### src/rtl/attribute_residual_encoder.sv
// Attribute residual encoder: predicts each attribute from the previous reconstruction,
// emits a clamped signed residual through a single valid/ready output register.
module attribute_residual_encoder #(
  parameter int ATTR_WIDTH = 8,
  parameter int CNT_WIDTH  = 16
) (
  input  logic                         clk,
  input  logic                         rst_n,
  input  logic                         in_valid,
  output logic                         in_ready,
  input  logic [ATTR_WIDTH-1:0]        in_attr,
  input  logic                         in_first,
  output logic                         out_valid,
  input  logic                         out_ready,
  output logic signed [ATTR_WIDTH-1:0] out_residual,
  output logic [ATTR_WIDTH-1:0]        out_pred,
  output logic                         out_first,
  output logic                         out_clip,
  output logic [CNT_WIDTH-1:0]         clip_count,
  input  logic                         clear_count
);

  // Handshake: a transfer happens on a rising edge where valid && ready; the
  // output register frees up when it is empty or being drained this cycle.
  localparam logic [ATTR_WIDTH-1:0]        MID     = {1'b1, {(ATTR_WIDTH-1){1'b0}}};
  localparam logic signed [ATTR_WIDTH:0]   RES_MAX = {2'b00, {(ATTR_WIDTH-1){1'b1}}};
  localparam logic signed [ATTR_WIDTH:0]   RES_MIN = {2'b11, {(ATTR_WIDTH-1){1'b0}}};
  localparam logic [CNT_WIDTH-1:0]         CNT_MAX = '1;

  logic                         accept;
  logic [ATTR_WIDTH-1:0]        recon_reg;
  logic [ATTR_WIDTH-1:0]        pred;
  logic signed [ATTR_WIDTH:0]   diff;
  logic signed [ATTR_WIDTH-1:0] residual;
  logic                         clip;
  logic [ATTR_WIDTH-1:0]        recon;

  assign in_ready = !out_valid || out_ready;
  assign accept   = in_valid && in_ready;
  assign pred     = in_first ? MID : recon_reg;
  assign diff     = $signed({1'b0, in_attr}) - $signed({1'b0, pred});

  always_comb begin
    clip     = 1'b0;
    residual = diff[ATTR_WIDTH-1:0];
    if (diff > RES_MAX) begin
      residual = RES_MAX[ATTR_WIDTH-1:0];
      clip     = 1'b1;
    end else if (diff < RES_MIN) begin
      residual = RES_MIN[ATTR_WIDTH-1:0];
      clip     = 1'b1;
    end
  end

  // The true sum always lies in [0, 2**ATTR_WIDTH-1], so modular addition is exact.
  assign recon = pred + $unsigned(residual);

  always_ff @(posedge clk or negedge rst_n) begin
    if (!rst_n) begin
      out_valid    <= 1'b0;
      out_residual <= '0;
      out_pred     <= '0;
      out_first    <= 1'b0;
      out_clip     <= 1'b0;
      recon_reg    <= MID;
    end else if (accept) begin
      out_valid    <= 1'b1;
      out_residual <= residual;
      out_pred     <= pred;
      out_first    <= in_first;
      out_clip     <= clip;
      recon_reg    <= recon;
    end else if (out_ready) begin
      out_valid    <= 1'b0;
    end
  end

  always_ff @(posedge clk or negedge rst_n) begin
    if (!rst_n) begin
      clip_count <= '0;
    end else if (clear_count) begin
      clip_count <= '0;
    end else if (accept && clip && clip_count != CNT_MAX) begin
      clip_count <= clip_count + 1'b1;
    end
  end

endmodule
### config.mk
export PLATFORM = sky130hd
export DESIGN_NAME = attribute_residual_encoder
export DESIGN_NICKNAME = d
export VERILOG_FILES = /design/src/rtl/attribute_residual_encoder.sv
export SDC_FILE = /design/constraint.sdc
export NUM_CORES = 1
export LEC_CHECK = 0
export ABC_AREA = 1
export BUFFER_PORTS_ARGS = -buffer_cell sky130_fd_sc_hd__buf_2
export CORE_ASPECT_RATIO = 1.25
export CORE_UTILIZATION = 29
export CTS_CLUSTER_SIZE = 16
export DETAILED_ROUTE_END_ITERATION = 7
export GPL_TIMING_DRIVEN = 0
export PLACE_DENSITY = 0.47
export SLEW_MARGIN = 20
export SYNTH_ARGS = -nofsm -noshare
export SYNTH_HDL_FRONTEND = slang
export SYNTH_SLANG_ARGS = --single-unit
### constraint.sdc
create_clock -name clk -period 4.4 [get_ports clk]
set_input_delay 0.66 -clock clk [delete_from_list [all_inputs] [get_ports clk]]
set_output_delay 0.66 -clock clk [all_outputs]
set_load 0.1 [all_outputs]
==> key figures <==
Cells and area
  – Layout cells sized above 1: 0.1516
  – Max reg flops: 16
  – Final #Nets: 475
  – Largest reg by FF count: clip_count
  – Area delta synth->final: 20.05%
  – ANT cells: 0
  – Post-route insts no fill: 565

Route
  – First-pass DRT Iterations: 5
  – Drt drc: 0
  – Final ANT Viol Nets: 0
  – Drt via density: 4.602
  – DR iter-0 viols: 96
  – WL final: 7477 um
  – WL/cell: 13.23 um
  – DR vias: 2600

Timing
  – Period utilization: 0.8878
  – Post-Route Setup TNS: 0 ps
  – Hold Violations, Final: 0
  – Slew Limit Fails: 0
  – Final min period: 3906 ps
  – # setup viols final: 0
  – Setup ws final: 493.6 ps
  – RSZ-0062 raised after global routing: false
  – Fmax: 256.0 MHz
  – Worst relative slew slack: 0.5555
  – Worst-Margin Slew: 660.7 ps
  – Layout Skew: 2.890 ps

Synthesis
  – Synth Warn #: 0
  – Syn nets: 420
  – Mean Syn Cell Area: 7.306 um^2
  – Post-synthesis mux area share: 0
  – Adder-cell share of the synthesized area: 0.09406
  – Yosys reg bits: 43
  – Synth cell types: 30
  – Simple-Gate Fraction of Synth Area: 0.3270
  – Synth Area in XOR/XNOR: 0.05901
  – Synth Area in Compound Gates: 0.06699
  – Synth Cell Area: 0.002820 mm^2
  – Largest family of logic cells by synthesized area: simple AND/OR/NAND/NOR gates
  – Post-Synthesis Cells: 386
  – Seq/Total Area, Yosys: 0.3820

Critical path
  – Crit path cell chain: buf_2, nor2_1, ha_1, inv_1, fa_1, nand3_1, nand2_1, nand2_1, nand3_1, nand3_1, buf_2, a21oi_1, ha_1, fa_1, nand3_1, nand3_1, nand2_1, nand2_1, a21oi_1, xor2_1, o21ai_0
  – Reg2reg setup slack: 680 ps
  – Worst endpoint required time: 4560 ps
  – CP endpoint kind: register
  – Critical path class: primary input to register
  – Max stage delay on crit path: 420 ps
  – WP depth: 21
  – Slowest CP cell: fa_1
  – CP bufs+invs: 3
  – Most used cell along the critical path: nand3_1
  – CP arrival: 4060 ps
  – Highest fanout seen on the critical path: 10
  – Crit-path leading delay family: adder cells
  – Reg2Reg Depth: 21
  – Startpoint Class: primary input

Clock network
  – Cts hold-fix bufs: 0
  – Setup bufs post-CTS: 0
  – Clock latency on the worst-skew pair: 290 ps
  – Root buffer cell: clkbuf_16
  – CTS max path bufs: 2
  – CTS Buf Count: 5
  – Htree depth: 2
  – Worst-path clk slew: 60 ps
  – CTS tree: built
  – Post-CTS Resized: 0
  – # clock sinks: 43

Pwr
  – Net Switching: 1.249 mW
  – Clock power frac: 0.183
  – Max IR drop VDD: 336.9 uV
  – Switch share: 0.5313
  – Flop pwr share: 0.240
  – Pleak: 1.782 nW
  – P_int: 1.101 mW
  – Power per cell area: 694.1 mW/mm^2
  – Logic pwr share: 0.577
  – Total Power: 2.350 mW

Global routing
  – Grt total ovfl: 0
  – Largest net degree at the start of global routing: 44
  – Vias in the first global route: 2662
  – Total Routing Usage GR: 0.1571
  – First-pass GRT wire length: 12780 um
  – Antenna violations before repair: 0

Placed design
  – PortBufs: 48
  – Placed Cells: 557
  – Post-DP HPWL: 5654 um
  – GPL Wtd Cong: 0.8100
  – Setup WS pre-CTS: 222.0 ps

Die
  – Die area: 0.01013 mm^2
  – Core Region: 0.009271 mm^2
  – Die outline height: 112.3 um
  – Initial Utilization: 0.3042
  – DIE WIDTH: 90.21 um
  – Row count: 39
  – I/O pin total: 50

Outcome
  – Outcome: complete, no violations

Hold path
  – HP Class: primary input to async pin

Run
  – Max-Cap Viols: 0
final timing paths:
path | from | end
worst max-delay path | in_first | recon_reg[6]
worst min-delay path | rst_n | out_residual[5]
worst max register to register | recon_reg[0] | recon_reg[6]
worst min register to register | out_pred[0] | out_pred[0]
max in group asynchronous | rst_n | clip_count[10]
min in group clk | out_pred[0] | out_pred[0]
cell usage after synthesis:
cell	n	area, um^2
nand4_1	4	25.02
a21oi_1	10	50.05
buf_1	1	3.750
nand3_2	1	10.01
dfrtp_1	42	1051
dfstp_2	1	26.28
o211ai_1	1	7.510
o21ai_0	18	90.09
inv_1	37	138.9
a21oi_2	1	8.760
nor3b_1	1	7.510
nand2_4	1	11.26
nand3_4	1	17.52
clkinv_1	1	3.750
a21o_1	1	7.510
a31oi_1	4	25.02
fa_1	2	40.04
xor2_1	12	105.1
xnor2_1	7	61.31
or2_1	1	6.260
nor3_1	3	15.01
buf_2	4	20.02
nand3_1	33	165.2
buf_8	1	15.01
clkbuf_1	5	18.77
ha_1	18	225.2
nor2_1	41	153.9
nand2_2	1	6.260
nand2_1	131	491.7
nor4_1	2	12.51
layout by cell type (no fill, tap or decap), drive strengths merged:
| master | synthesis | final |
|---|---|---|
| a21o | 1 | 1 |
| a21oi | 11 | 11 |
| a31oi | 4 | 4 |
| buf | 6 | 54 |
| bufinv | 0 | 1 |
| clkbuf | 5 | 10 |
| clkinv | 1 | 3 |
| dfrtp | 42 | 42 |
| dfstp | 1 | 1 |
| fa | 2 | 2 |
| ha | 18 | 18 |
| inv | 37 | 37 |
| nand2 | 133 | 133 |
| nand3 | 35 | 35 |
| nand4 | 4 | 4 |
| nor2 | 41 | 41 |
| nor3 | 3 | 3 |
| nor3b | 1 | 1 |
| nor4 | 2 | 2 |
| o211ai | 1 | 1 |
| o21ai | 18 | 18 |
| or2 | 1 | 1 |
| xnor2 | 7 | 7 |
| xor2 | 12 | 12 |
routing by layer:
layer  routed length (um)  GRT usage  up-vias
met4                  116    0.04516        0
met1                 3327     0.1861     1208
met5                    0          0        -
li1                     -          -     1335
met3                  209    0.02168       10
met2                 3824     0.2931       47
power by group through the flow:
stage	clock [mW]	sequential [mW]	combinational (mW)
final	0.430	0.563	1.36
after CTS	0.441	0.565	1.37
after detailed placement	0	0.572	1.37
after floorplan	0	1.07	0.601
after global routing	0.459	0.580	1.49
after global placement	0	0.568	1.36
cell type report:
class	instances	area, um^2
Sequential cell	43	1077
Inverter	38	142.6
Buffer	11	57.56
Tap cell	123	153.9
Clock inverter	3	43.79
Fill cell	1044	5886
Timing Repair Buffer	48	242.7
Multi-Input combinational cell	294	1543
Clock buffer	5	125.1
cell families (layout without fill, tap and decap cells):
family	count (synthesis)	after routing
xor+xnor	19	19
fa+ha+maj	20	20
buf+inv	49	105
compound gates	35	35
flops	43	43
simple gates	220	220
metrics by stage:
step / util / hold WS, ps / cell area (um^2)
6_report: 0.3652 / 377.2 / 3386
5_1_grt: 0.3652 / 428.2 / 3386
4_1_cts: 0.3649 / 478.3 / 3383
3_5_place_dp: 0.3467 / 460.8 / 3214
3_3_place_gp: 0.3467 / 460.3 / 3214
2_1_floorplan: - / 364.4 / 2820
(Power assumes the default switching activity.)
